[src/rtl/sauria_pkg.sv]
// Shared types and helpers for the SAURIA PE partial-sum stage.
package sauria_pkg;

  typedef enum logic [1:0] {
    EMPTY = 2'd0,
    FULL  = 2'd1,
    DRAIN = 2'd2
  } psum_state_t;

  // Drain counter width: enough to hold CHAIN_LEN, never narrower than 3 bits.
  function automatic int CHAIN_CNT_W(input int chain_len);
    int w;
    w = $clog2(chain_len + 1);
    return (w < 3) ? 3 : w;
  endfunction

endpackage

[src/rtl/psum_shadow_ctrl.sv]
// Shadow occupancy FSM, drain counter and sticky collision flag for the
// partial-sum context-swap stage.
module psum_shadow_ctrl
  import sauria_pkg::*;
#(
  parameter int CHAIN_LEN = 8
) (
  input  logic i_clk,
  input  logic i_rstn,
  input  logic i_cswitch,
  input  logic i_shift_en,
  input  logic i_err_clr,
  output logic o_swap,
  output logic o_load,
  output logic o_busy,
  output logic o_err
);

  localparam int CNT_W = CHAIN_CNT_W(CHAIN_LEN);
  localparam logic [CNT_W-1:0] CNT_LAST = CNT_W'(CHAIN_LEN);
  localparam logic [CNT_W-1:0] CNT_ONE  = CNT_W'(1);

  psum_state_t      state_q, state_d;
  logic [CNT_W-1:0] cnt_q, cnt_d;
  logic             err_q, err_d;
  logic             collide;

  assign o_swap  = i_cswitch;
  assign o_load  = i_shift_en && !i_cswitch;
  assign o_busy  = (state_q != EMPTY);
  assign o_err   = err_q;
  assign collide = i_cswitch && ((state_q != EMPTY) || i_shift_en);

  always_comb begin
    state_d = state_q;
    cnt_d   = cnt_q;
    err_d   = err_q;

    // The swap always wins: any context switch lands in FULL with a fresh count.
    if (i_cswitch) begin
      state_d = FULL;
      cnt_d   = '0;
    end else if (i_shift_en) begin
      case (state_q)
        EMPTY: ;
        FULL: begin
          if (CHAIN_LEN == 1) begin
            state_d = EMPTY;
            cnt_d   = '0;
          end else begin
            state_d = DRAIN;
            cnt_d   = CNT_ONE;
          end
        end
        DRAIN: begin
          if (cnt_q + CNT_ONE == CNT_LAST) begin
            state_d = EMPTY;
            cnt_d   = '0;
          end else begin
            cnt_d = cnt_q + CNT_ONE;
          end
        end
        default: begin
          state_d = EMPTY;
          cnt_d   = '0;
        end
      endcase
    end

    if (i_err_clr) err_d = 1'b0;
    if (collide)   err_d = 1'b1;
  end

  always_ff @(posedge i_clk or negedge i_rstn) begin
    if (!i_rstn) begin
      state_q <= EMPTY;
      cnt_q   <= '0;
      err_q   <= 1'b0;
    end else begin
      state_q <= state_d;
      cnt_q   <= cnt_d;
      err_q   <= err_d;
    end
  end

endmodule

[src/rtl/psum_ctx_accumulator.sv]
// PE partial-sum accumulator with context-swap shadow register on the column
// shift chain. Define PSUM_PRELOAD_EN to load the accumulator from the shadow on a swap.
module psum_ctx_accumulator
  import sauria_pkg::*;
#(
  parameter int OC_W      = 16,
  parameter int CHAIN_LEN = 8
) (
  input  logic            i_clk,
  input  logic            i_rstn,
  input  logic [OC_W-1:0] i_sum,
  input  logic            i_en,
  output logic [OC_W-1:0] o_acc,
  input  logic            i_cswitch,
  input  logic            i_shift_en,
  input  logic [OC_W-1:0] i_shift_in,
  output logic [OC_W-1:0] o_shift_out,
  output logic            o_shadow_busy,
  input  logic            i_err_clr,
  output logic            o_err
);

  logic [OC_W-1:0] acc_q, acc_d;
  logic [OC_W-1:0] shadow_q, shadow_d;
  logic            swap;
  logic            load;

  psum_shadow_ctrl #(
    .CHAIN_LEN(CHAIN_LEN)
  ) u_ctrl (
    .i_clk      (i_clk),
    .i_rstn     (i_rstn),
    .i_cswitch  (i_cswitch),
    .i_shift_en (i_shift_en),
    .i_err_clr  (i_err_clr),
    .o_swap     (swap),
    .o_load     (load),
    .o_busy     (o_shadow_busy),
    .o_err      (o_err)
  );

  always_comb begin
    acc_d    = acc_q;
    shadow_d = shadow_q;
    if (swap) begin
      // Capture this cycle's adder result if enabled so no accumulation is lost.
      shadow_d = i_en ? i_sum : acc_q;
`ifdef PSUM_PRELOAD_EN
      acc_d    = shadow_q;
`else
      acc_d    = '0;
`endif
    end else begin
      if (i_en) acc_d    = i_sum;
      if (load) shadow_d = i_shift_in;
    end
  end

  always_ff @(posedge i_clk or negedge i_rstn) begin
    if (!i_rstn) begin
      acc_q    <= '0;
      shadow_q <= '0;
    end else begin
      acc_q    <= acc_d;
      shadow_q <= shadow_d;
    end
  end

  assign o_acc       = acc_q;
  assign o_shift_out = shadow_q;

endmodule

[config.mk]
export PLATFORM = sky130hd
export DESIGN_NAME = psum_ctx_accumulator
export DESIGN_NICKNAME = d
export VERILOG_FILES = /design/src/rtl/sauria_pkg.sv /design/src/rtl/psum_shadow_ctrl.sv /design/src/rtl/psum_ctx_accumulator.sv
export SDC_FILE = /design/constraint.sdc
export NUM_CORES = 1
export LEC_CHECK = 0
export CAP_MARGIN = 20
export CORE_MARGIN = 8
export CORE_UTILIZATION = 39
export CTS_CLUSTER_DIAMETER = 120
export CTS_CLUSTER_SIZE = 8
export DETAILED_ROUTE_END_ITERATION = 8
export PLACE_DENSITY = 0.86
export SLEW_MARGIN = 20
export SYNTH_ARGS = -nofsm -noshare
export SYNTH_HDL_FRONTEND = slang
export SYNTH_HIERARCHICAL = 1
export SYNTH_SLANG_ARGS = --single-unit
[constraint.sdc]
create_clock -name i_clk -period 1.3 [get_ports i_clk]
set_input_delay 0.26 -clock i_clk [delete_from_list [all_inputs] [get_ports i_clk]]
set_output_delay 0.26 -clock i_clk [all_outputs]
set_load 0.005 [all_outputs]
Yosys cells after proc, flatten, opt, wreduce, memory -nomap -nowiden
Cells that the tools add are included.

word-level totals
  flip-flop bits (word level) = 39
  input port bits = 38
  output and inout bits = 34
  word-level logic and storage cells = 36

cells by class
  add/subtract/negate cells = 1
  eq/ne operators = 5
  muxes and demuxes = 14
  reduce and logical (&&, ||, !) cells = 11

operator list
  kind                   number
  $mux W16               4
  $mux W4                3
  $pmux W4 S3            1
  $reduce_bool A2 Y1     4
  $mux W2                3
  $pmux W2 S3            1
  $add A4 B1 Y4 const B  1
  $eq A4 B4 Y1 const B   1
  $ne A3 B2 Y1 const B   1
  $reduce_and A3 Y1      1
  $eq A2 B1 Y1 const B   1
  $eq A2 B2 Y1 const B   1
  $logic_and A1 B1 Y1    2
  $logic_not A2 Y1       1
  $mux W1                2
  $ne A2 B2 Y1 const B   1
  $reduce_and A2 Y1      1
  $logic_not A1 Y1       1
  $logic_or A1 B1 Y1     1

Longest topological paths before layout
Gate-level depths: netlist of run 1.

  word-level depth = 6
  depth in mapped cells = 6
  gate-level depth less buffers = 5

Hierarchy
The synthesis of run 1 kept the hierarchy.

modules (own cells, without submodules)
  module                instances  cells an instance  area an instance (µm²)  sequential area each (µm²)
  psum_ctx_accumulator  1          104                1420.1                  800.8
  psum_shadow_ctrl      1          49                 462.9                   175.2

Worst setup path before layout of run 1
No wires, ideal clock.

  path kind = register to register
  from = register u_ctrl.state_q[0]
  to = register u_ctrl.state_q[0]
  library setup time = 118 ps
  data arrival time = 1315 ps
  data required time = 1182 ps
  setup slack = -133 ps
  stages on the path, launching flop included = 6
  buffers on the path = 0
  period minus slack after synthesis = 1433 ps
  path through = dfrtp_1 -> inv_1 -> ha_1 -> nand2b_1 -> a311o_1 -> a21o_1

between the ends
  longest elaborated chain between the ends = 4
  elaborated cells on any way between the ends = 9
  those cells by class = eq/ne: 4; mux: 3; reduce/logical: 2

ends and longest elaborated chain
  item                                        RTL line                source
  from (decl)                                 psum_shadow_ctrl.sv:23  psum_state_t state_q, state_d;
  from (signal assigned)                      psum_shadow_ctrl.sv:80  state_q <= state_d;
  $eq A2 B2 Y1, or another cell as far along  psum_shadow_ctrl.sv:44  case (state_q)
  $pmux W2 S3                                 psum_shadow_ctrl.sv:44
  $mux W2                                     psum_shadow_ctrl.sv:43  end else if (i_shift_en) begin
  $mux W2                                     psum_shadow_ctrl.sv:40  if (i_cswitch) begin

Parallel ways exist; a longest one is shown, timed or not. The select of a mux whose other input is x is not followed.
A chain may end at the register's enable or synchronous reset.

Final worst setup path of run 1
Same ends and word-level chain as after synthesis.

==> metrics.md, run 1 <==
| Metric | Value |
|---|---|
| Outcome | `finished, violations left` |
| Failing checks | `negative setup slack` |
| Reg2Reg Setup Slack | `-180 ps` |
| CTS tree | `built` |
| Number of global-route vias before repair | `1681` |
| Htree depth | `2` |
| Post-DP HPWL | `around 3600 um` |
| Vias after detailed routing | `1523` |
| GRT Util Overall | `~14%` |
| Period utilization | `113.8%` |
| Count leader, synth | `mux2i_1` |
| CTS buffer count | `5` |
| RePlAce Congestion | `a little under 0.9` |
| Die width | `85.49 um` |
| Drt initial violations | `28` |
| RSZ-0062 raised after global routing | `yes` |
| Crit end category | `flip-flop` |
| Initial Utilization | `~40%` |
| Startpoint Class | `flip-flop` |
| Worst Path Arrival | `between 1500 and 2000 ps` |
| Placed cell area | `about 0.0027 sq mm` |
| Max FO, Critical Path | `2` |
| Synthesized net count | `195` |
| YS warnings | `6` |
| Register area share after synthesis | `51.83%` |
| Global-route wire length before repair | `roughly 8000 um` |
| Worst setup margin | `-178.9 ps` |
| Synth async-reset ratio | `100.0%` |
| Post-Syn Instances | `approximately 150` |
| Worst Setup EP | `u_ctrl/state_q[0]` |
| Post-synth EDFFs | `0` |
| Pleak | `1.491 nW` |
| CP required | `approximately 1500 ps` |
| Number of port buffers | `71` |
| Wire per inst | `17.44 um` |
| Reg2reg path depth | `6` |
| Hold Fails Final Rpt | `0` |
| Worst rel slew slack | `83.15%` |
| Max IR drop VDD | `between 0.5 and 0.6 mV` |
| Vias per cell | `5.060` |
| Worst r2r src | `u_ctrl/state_q[0]` |
| Min Tclk post-route | `1479 ps` |
| Final wirelength | `about 5300 um` |
| Top cell type's share of synthesized area | `roughly half` |
| Die height | `85.49 um` |
| MaxCap Viol Count | `0` |
| Worst slew pin tran | `about 250 ps` |
| Largest net degree at the start of global routing | `43` |
| CTS Sinks | `39` |
| Core ar. | `0.004692 sq mm` |
| Post-DRT Antenna Nets | `0` |
| # setup viols final | `5` |
| Avg Inst Size Synth | `between 10 and 15 sq um` |
| Clk_lat worst skew | `just under 300 ps` |
| Share of cells above drive strength 1 | `18.62%` |
| Yosys top cell by area | `dfrtp_1` |
| Post-route cell area | `a little under 0.003 sq mm` |
| Post-Syn Area | `between 0.0015 and 0.002 sq mm` |
| Initial antenna violation count | `0` |
| Worst hold path type | `in -> reg` |
| Clock Path Buffers | `2` |
| Netlist cell types | `29` |
| Pins Over Slew Limit | `0` |
| Num ports | `slightly above 70` |
| Clock transition at path regs | `around 80 ps` |
| Primary FF master, synth | `dfrtp_1` |
| ANT cells | `0` |
| Pwr/cell area | `between 1000 and 1500 mW/mm^2` |
| DR pass1 iterations | `5` |
| Final Core Density | `between 60% and 70%` |
| # DRC | `0` |
| Reg2Reg Capture Point | `u_ctrl/state_q[0]` |
| Top cells by count, synth | `mux2i_1, dfrtp_1, nor2_1` |
| Worst setup path class | `reg -> reg` |
| Grt ovf | `0` |
| # nets final | `289` |
| Synth Register Bits | `39` |
| Area grow syn2layout | `57.41%` |
| Rows | `25` |
| Clock Skews | `~6 ps` |
| Max Fclk | `approximately 680 MHz` |
| Synth top area cells | `dfrtp_1, mux2i_1, nor2_1, ha_1, buf_6` |
| Critical path origin | `u_ctrl/state_q[0]` |
| Root Buffer Master | `clkbuf_8` |
| Die area | `roughly 0.0073 sq mm` |
-- layout by cell type, fill, tap and decap left out, types with 2 or more instances in the layout --
| cell | instances |
|---|---|
| ha_4 | 2 |
| o21ai_1 | 3 |
| inv_2 | 3 |
| mux2i_1 | 50 |
| clkdlybuf4s50_1 | 34 |
| nand2_1 | 2 |
| nor2_1 | 16 |
| dlygate4sd2_1 | 33 |
| buf_12 | 4 |
| buf_2 | 2 |
| nand3_1 | 3 |
| buf_6 | 4 |
| dfrtp_1 | 39 |
| nor2b_4 | 2 |
| a21oi_1 | 2 |
| buf_4 | 16 |
| nand3b_1 | 3 |
| nand2b_1 | 2 |
| inv_1 | 2 |
| clkbuf_8 | 5 |
-- per-layer routing --
layer  global-route usage [%]  share of wire [%]  wire length, um  vias to the layer above
li1                         -                  -                -                      722
met1                    15.10                 40             2098                      752
met2                    24.47                 53             2791                       44
met3                    4.344                5.6              292                        5
met4                    5.573                1.3               68                        0
met5                        0                  0                0                        -
-- sequential cells by signal, indices dropped and copies added (netlist names) --
name / flops
u_ctrl/state_q: 2
u_ctrl/o_err: 1
o_acc: 16
o_shift_out: 16
u_ctrl/cnt_q: 4
-- through the flow --
stage | total power [mW] | TNS (ps) | instances | hold WS [ps] | setup WS [ps]
3_5_place_dp | 2.148 | -7378 | 281 | 246.7 | -292.8
6_report | 3.117 | -413.2 | 301 | 406.8 | -178.9
3_3_place_gp | 2.127 | -5803 | 281 | 242.4 | -226.4
5_1_grt | 3.271 | -749.7 | 301 | 461.1 | -224.8
2_1_floorplan | 1.698 | -28.91 | 153 | -35.59 | -28.91
4_1_cts | 3.128 | -441.9 | 299 | 429.3 | -172.6
-- layout make-up --
cell class,count,area [sq um]
Clock buffer,6,72.57
Clock inverter,1,30.03
Fill cell,383,1728
Inverter,5,18.77
Multi-Input combinational cell,99,862.1
Sequential cell,39,975.9
Tap cell,54,67.56
Timing Repair Buffer,97,937.1
-- cell families (layout without fill, tap and decap cells) --
logic type	count (synthesis)	count (layout)	share of synthesized area (%)
DFF	39	39	51.83
AOI/OAI and AO/OA	12	12	4.386
buffers and inverters	15	109	5.780
adders and majority gates	4	4	2.658
and+or+nand+nor	33	33	8.771
muxes	50	50	26.58
-- worst max-delay path, stage by stage, from the launching register on --
cell      delay, ps
dfrtp_1         380
inv_2            70
buf_6           110
ha_4            150
a21boi_2        150
a311o_1         360
a21o_1          170
-- where the power goes --
group | internal (mW) | leakage (nW) | switching (mW) | total [mW]
Clock | 0.562 | 0.0513 | 0.401 | 0.964
Combinational | 0.458 | 0.939 | 0.312 | 0.770
Sequential | 1.32 | 0.500 | 0.0624 | 1.38
-- how the worst min path moves through the flow --
stage / startpoint / slack, ps / end / cells past startpoint
floorplan: i_rstn / -40 / o_acc[0] / 0
global placement: i_rstn / 240 / u_ctrl/o_err / 2
detailed placement: i_rstn / 250 / u_ctrl/o_err / 2
CTS: i_cswitch / 430 / o_acc[15] / 3
global route: i_cswitch / 460 / o_acc[14] / 3
finish: i_shift_en / 410 / u_ctrl/o_err / 4
-- timing repair --
item                                    in CTS  in global routing
endpoints found under the hold margin       39                  0
pin swaps                                    6                  4
endpoints found under the setup margin      40                 12
hold buffers                                 1                  0
gates resized for setup                     46                  6
cloned                                       0                  1
buffers inserted                            12                  1
Note: power is estimated with default switching activity, not from simulation.
==> run 2, diff against run 1 <==
==> constraint.sdc (replaced) <==
create_clock -name i_clk -period 1.3 [get_ports i_clk]
set_input_delay 0.13 -clock i_clk [delete_from_list [all_inputs] [get_ports i_clk]]
set_output_delay 0.13 -clock i_clk [all_outputs]
set_load 0.005 [all_outputs]
==> run 2 against run 1 <==
The run still ends with negative setup slack left. Worst hold slack got worse by 94 ps. Clock power decreased by 0.4%. Via count decreased by 0.66%. Non-clock buffer count decreased by 6. Wire length decreased by 4.4%. Largest power group unchanged.
==> metrics.md, run 2 (synthesis results as in run 1) <==
| Metric | Value |
|---|---|
| Period utilization | `106.2% (-7.5 points)` |
| Reg2Reg Capture Point | `u_ctrl/state_q[0]` |
| Share of cells above drive strength 1 | `14.94% (-3.7 points)` |
| Dpl ws | `-140.6 ps (+152.2 ps)` |
| Critical path origin | `u_ctrl/state_q[1]` |
| Worst r2r src | `u_ctrl/state_q[1]` |
| Global-route wire length before repair | `8017 um (about the same)` |
| Post-DRT Antenna Nets | `0 (unchanged)` |
| Worst Setup EP | `u_ctrl/state_q[0]` |
| Area grow syn2layout | `56.74%` |
| # DRC | `0 (unchanged)` |
| DR pass1 iterations | `4 (-1)` |
| Hold Fails Final Rpt | `0 (unchanged)` |
| Min Tclk post-route | `1381 ps (-97.84 ps)` |
| RePlAce Congestion | `0.8792 (+0.59%)` |
| Initial Utilization | `40.13% (unchanged)` |
| Worst setup path class | `reg -> reg` |
| Worst slew pin tran | `230.9 ps (-14.88 ps)` |
| Worst rel slew slack | `84.17% (+1.0 points)` |
| Worst-path cell chain | `inv_2 -> ha_4 -> nand2b_4 -> a311o_1 -> a21o_1` |
| Clock transition at path regs | `70 ps (about the same)` |
| Max IR drop VDD | `0.4511 mV (-12%)` |
| Root Buffer Master | `clkbuf_8` |
| # setup viols final | `3 (-2)` |
| Die width | `85.49 um (unchanged)` |
| Outcome | `finished, violations left` |
| CTS tree | `built` |
| CTS Sinks | `39 (unchanged)` |
| Clk_lat worst skew | `280 ps (about the same)` |
| Vias after detailed routing | `1513 (-0.66%)` |
| Reg2reg path depth | `5 (-1)` |
| Commonest non-fill, non-tap cell in the layout | `mux2i_1` |
| # nets final | `283 (-2.1%)` |
| Htree depth | `2 (unchanged)` |
| Wire per inst | `17.02 um (-2.4%)` |
| Grt ovf | `0 (unchanged)` |
| Failing checks | `negative setup slack` |
| RSZ-0062 raised after global routing | `yes` |
| Drt initial violations | `45 (+61%)` |
| Die height | `85.49 um (unchanged)` |
| Max Fclk | `724.1 MHz (+7.1%)` |
| Rows | `25 (unchanged)` |
| Clock Path Buffers | `2 (unchanged)` |
| Pins Over Slew Limit | `0 (unchanged)` |
| CTS buffer count | `5 (unchanged)` |
| Worst setup margin | `-81.01 ps (+97.84 ps)` |
| Pleak | `1.620 nW (+8.7%)` |
| Post-Layout Cell Count | `295 (-2.0%)` |
| Post-DP HPWL | `3578 um (-0.93%)` |
| Pwr/cell area | `1044 mW/mm^2 (-0.67%)` |
| Num ports | `72 (unchanged)` |
| Die area | `0.007308 sq mm (unchanged)` |
| Worst hold path type | `in -> reg` |
| Crit-path max cell delay | `380 ps (about the same)` |
| Vias per cell | `5.129 (+1.4%)` |
| Placed cell area | `0.002726 sq mm (-0.27%)` |
| ANT cells | `0 (unchanged)` |
| Startpoint Class | `flip-flop` |
| MaxCap Viol Count | `0 (unchanged)` |
| Dpl cells | `280 (-0.36%)` |
| Worst Path Arrival | `1560 ps (-100 ps)` |
| GRT Util Overall | `13.91% (about the same)` |
| Core ar. | `0.004692 sq mm (unchanged)` |
| Post-route cell area | `0.002952 sq mm (-0.42%)` |
| Number of global-route vias before repair | `1638 (-2.6%)` |
| Final wirelength | `5020 um (-4.4%)` |
| Reg2Reg Setup Slack | `-80 ps (+100 ps)` |
| Number of port buffers | `71 (unchanged)` |
| Crit end category | `flip-flop` |
| Commonest cells after routing, fill and taps aside | `mux2i_1, clkdlybuf4s50_1, dfrtp_1` |
| Worst path slowest cell | `dfrtp_1` |
| Initial antenna violation count | `0 (unchanged)` |
| CP required | `1480 ps (about the same)` |
| Largest net degree at the start of global routing | `43 (unchanged)` |
| Max FO, Critical Path | `4 (+2)` |
| Clock Skews | `4.038 ps (-2.022 ps)` |
[run 2: final cells by class]
class / count / area [sq um]
clock buffer: 6 / 72.57
fill: 392 / 1740
tap: 54 / 67.56
multi-input combinational: 99 / 840.8
clock inverter: 1 / 30.03
sequential: 39 / 975.9
timing repair buffer: 91 / 945.9
inverter: 5 / 18.77
[run 2: report_power, final]
part | internal, mW | total [mW] | switching (mW)
clock network | 0.562 | 0.960 | 0.397
logic | 0.447 | 0.741 | 0.294
registers | 1.32 | 1.38 | 0.0609
total | 2.33 | 3.08 | 0.752
[run 2: through the flow]
step	setup TNS [ps]	total power [mW]	util, %	hold WS, ps
global route	-367.2	3.254	62.91	316.6
detailed placement	-2528	2.137	58.11	119.7
global placement	-1545	2.114	58.11	111.2
floorplan	-28.91	1.698	-	-165.6
CTS	-221.0	3.123	60.96	301.8
finish	-159.0	3.083	62.91	312.5
[run 2: how the worst min path moves through the flow]
stage                     cells past startpoint              end      start  slack [ps]
after floorplan                               0         o_acc[0]     i_rstn        -170
after global placement                        2     u_ctrl/o_err     i_rstn         110
after detailed placement                      2     u_ctrl/o_err     i_rstn         120
after CTS                                     3  u_ctrl/cnt_q[1]  i_cswitch         300
after global routing                          3        o_acc[12]  i_cswitch         320
final                                         3         o_acc[2]  i_cswitch         310
[run 2: worst max-delay path: cells and delay by family (launching register included)]
kind,cells,cell delay (ps)
adder cells (fa/ha/maj),1,170
AND/OR/NAND/NOR,1,140
buffers and inverters,1,70
AO/OA/AOI/OAI,2,510
flip-flops,1,380
[run 2: repair_timing]
item	in CTS	in global routing
setup buffers	2	5
gates resized for setup	13	24
setup endpoints to repair	14	28
hold buffers	1	0
pin swaps	1	1
endpoints found under the hold margin	39	0
[run 2: per-layer routing]
metal / global-route usage [%] / part of all wire (%) / up-vias
li1: - / - / 705
met1: 15.03 / 42 / 759
met2: 25.04 / 53 / 43
met3: 3.571 / 3.7 / 6
met4: 5.732 / 1.4 / 0
met5: 0 / 0 / -
==> run 3, diff against run 2 <==
--- a/config.mk
+++ b/config.mk
@@ -6,10 +6,10 @@
 export NUM_CORES = 1
 export LEC_CHECK = 0
 export CAP_MARGIN = 20
+export CORE_ASPECT_RATIO = 2
 export CORE_MARGIN = 8
 export CORE_UTILIZATION = 39
 export CTS_CLUSTER_DIAMETER = 120
-export CTS_CLUSTER_SIZE = 8
 export DETAILED_ROUTE_END_ITERATION = 8
 export PLACE_DENSITY = 0.86
 export SLEW_MARGIN = 20
==> run 3 against run 2 <==
The flow still finishes with violations (negative setup slack). Clock power is 3.7% higher. Worst setup slack better by 4.3 ps. Total power is 1.1% higher. Critical path type unchanged. Final cell count is 2.7% higher. First-iteration DRC count is 56% lower. Fmax is 0.31% higher. Die area is 1.9% higher. Largest power group unchanged. Non-clock buffer count is 4 higher. Sequential share of layout area is 0.085 points higher.
==> metrics.md, run 3 (synthesis results as in run 1) <==
| Metric | Value |
|---|---|
| Clk_lat worst skew | `290 ps (about the same)` |
| Die area | `0.007443 sq mm (+1.9%)` |
| Outcome | `finished, violations left` |
| Initial Utilization | `39.44% (-0.69 points)` |
| Core ar. | `0.004775 sq mm (+1.8%)` |
| ANT cells | `0 (unchanged)` |
| Pins Over Slew Limit | `0 (unchanged)` |
| Startpoint Class | `flip-flop` |
| Sequential power share | `44.4% (-0.4 points)` |
| Root Buffer Master | `clkbuf_8` |
| Worst r2r src | `u_ctrl/state_q[1]` |
| Pleak | `1.562 nW (-3.6%)` |
| CTS tree | `built` |
| Commonest cells after routing, fill and taps aside | `mux2i_1, dfrtp_1, clkdlybuf4s50_1` |
| Worst hold path type | `in -> reg` |
| Worst Path Arrival | `1560 ps (about the same)` |
| P_int | `2.329 mW (about the same)` |
| Htree depth | `2 (unchanged)` |
| Worst rel slew slack | `68.10% (-16 points)` |
| Global-route wire length before repair | `8079 um (+0.77%)` |
| Number of port buffers | `71 (unchanged)` |
| Crit end category | `flip-flop` |
| Vias per cell | `4.974 (-3.0%)` |
| Clock group share of total power | `32.0% (+0.9 points)` |
| Met2 Usage GRT | `22.63% (-2.4 points)` |
| Max Fclk | `726.4 MHz (+0.31%)` |
| # nets final | `287 (+1.4%)` |
| Die width | `65.14 um (-24%)` |
| Dpl ws | `-231.9 ps (-91.30 ps)` |
| Critical path origin | `u_ctrl/state_q[1]` |
| Crit-path max cell delay | `400 ps (+20 ps)` |
| CTS Sinks | `39 (unchanged)` |
| Worst hold start | `i_cswitch` |
| RePlAce Congestion | `0.8354 (-5.0%)` |
| Met1 GRT Util | `16.11% (+1.1 points)` |
| Most used routing layer | `met2` |
| Min Tclk post-route | `1377 ps (-4.310 ps)` |
| CTS buffer count | `5 (unchanged)` |
| Worst setup margin | `-76.70 ps (+4.310 ps)` |
| Drt initial violations | `20 (-56%)` |
| Number of global-route vias before repair | `1623 (-0.92%)` |
| Post-DRT Antenna Nets | `0 (unchanged)` |
| Clock Path Buffers | `2 (unchanged)` |
| Worst path slowest cell | `dfrtp_1` |
| P_sw | `0.7882 mW (+4.8%)` |
| Worst-path cell chain | `buf_6 -> ha_4 -> a21boi_1 -> a311o_1 -> a21o_1` |
| Die height | `114.3 um (+34%)` |
| Sw frac | `25.29% (+0.88 points)` |
| Worst slew pin tran | `478.4 ps (+247.6 ps)` |
| Area grow syn2layout | `56.54%` |
| Share of cells above drive strength 1 | `18.70% (+3.8 points)` |
| Delay-heaviest family, CP | `compound AO/OA/AOI/OAI gates` |
| Largest net degree at the start of global routing | `40 (-7.0%)` |
| Grt ovf | `0 (unchanged)` |
| Clock transition at path regs | `70 ps (about the same)` |
| CP required | `1480 ps (about the same)` |
| Commonest non-fill, non-tap cell in the layout | `mux2i_1` |
| Max FO, Critical Path | `2 (-2)` |
| Period utilization | `105.9% (-0.33 points)` |
| Wire per inst | `16.46 um (-3.3%)` |
| # fillers | `409 (+4.3%)` |
| Initial antenna violation count | `0 (unchanged)` |
| Failing checks | `negative setup slack` |
| Num ports | `72 (unchanged)` |
| Post-DP HPWL | `3789 um (+5.9%)` |
| Hold Fails Final Rpt | `0 (unchanged)` |
| Hold Slack | `99.93 ps (-212.5 ps)` |
| Setup_tns | `-120.2 ps (+38.82 ps)` |
| Clock Skews | `8.054 ps (+4.016 ps)` |
| GRT Util Overall | `13.73% (-0.19 points)` |
| # setup viols final | `2 (-1)` |
| M3 GR Usage | `5.000% (+1.4 points)` |
| # DRC | `0 (unchanged)` |
| Worst setup path class | `reg -> reg` |
| Comb pwr share | `23.7% (-0.3 points)` |
| MaxCap Viol Count | `0 (unchanged)` |
| Rows | `36 (+44%)` |
| RSZ-0062 raised after global routing | `yes` |
| Max IR drop VDD | `0.9874 mV (+120%)` |
| Pwr/cell area | `1058 mW/mm^2 (+1.2%)` |
| Pwr Total | `3.117 mW (+1.1%)` |
| Final wirelength | `4988 um (-0.64%)` |
| Worst path bufs/invs | `1 (unchanged)` |
| Vias after detailed routing | `1507 (-0.40%)` |
| DR pass1 iterations | `4 (unchanged)` |
==> run 3: cell types whose count changed in the layout (fill, tap and decap cells not counted), sizes merged <==
| cell | before | now |
|---|---|---|
| clkbuf | 7 | 5 |
| clkdlybuf4s50 | 40 | 35 |
| clkinv | 0 | 2 |
| dlygate4sd2 | 8 | 23 |
| dlymetal6s2s | 20 | 10 |
| buf | 21 | 26 |
==> run 3: path summary, 6_finish.rpt <==
kind                       slack (ps)  depth (start not counted)                end
hold reg to reg                   520                          2       u_ctrl/o_err
setup reg to reg                  -80                          5  u_ctrl/state_q[0]
hold / removal                    100                          2           o_acc[0]
min in group asynchronous         420                          3       u_ctrl/o_err
max in group asynchronous         500                          3    u_ctrl/cnt_q[1]
setup / recovery                  -80                          5  u_ctrl/state_q[0]
==> run 3: area by class of cell <==
cell class / count / area, sq um / share of cell area (%)
Tap cell: 57 / 71.32 / 2.419
Sequential cell: 39 / 977.2 / 33.15
Inverter: 5 / 18.77 / 0.6367
Multi-Input combinational cell: 99 / 862.1 / 29.24
Clock buffer: 5 / 68.82 / 2.334
Clock inverter: 3 / 43.79 / 1.486
Timing Repair Buffer: 95 / 905.9 / 30.73
==> run 3: stage by stage <==
step / instances / area (sq um) / utilization (%)
after floorplan: 153 / 1906 / -
after global placement: 288 / 2730 / 57.18
after detailed placement: 288 / 2730 / 57.18
after CTS: 302 / 2887 / 60.46
after global routing: 303 / 2948 / 61.74
final: 303 / 2948 / 61.74
==> run 3: power by group through the flow <==
| stage | clock network, mW | registers (mW) | logic (mW) |
|---|---|---|---|
| after floorplan | 0 | 1.41 | 0.285 |
| after global placement | 0 | 1.41 | 0.706 |
| after detailed placement | 0 | 1.41 | 0.734 |
| after CTS | 1.04 | 1.38 | 0.738 |
| after global routing | 1.07 | 1.40 | 0.809 |
| final | 0.996 | 1.38 | 0.738 |
==> run 3: timing repair <==
action	in CTS	in global routing
endpoints found under the hold margin	39	0
cloned	0	0
pin swaps	3	4
hold buffers	1	0
gates resized for setup	34	18
endpoints found under the setup margin	32	22
setup buffers	5	1
==> run 3: routing by layer <==
layer	vias up	wire length, um
li1	718	-
met1	717	2177
met2	66	2362
met3	6	390
met4	0	58
met5	-	0
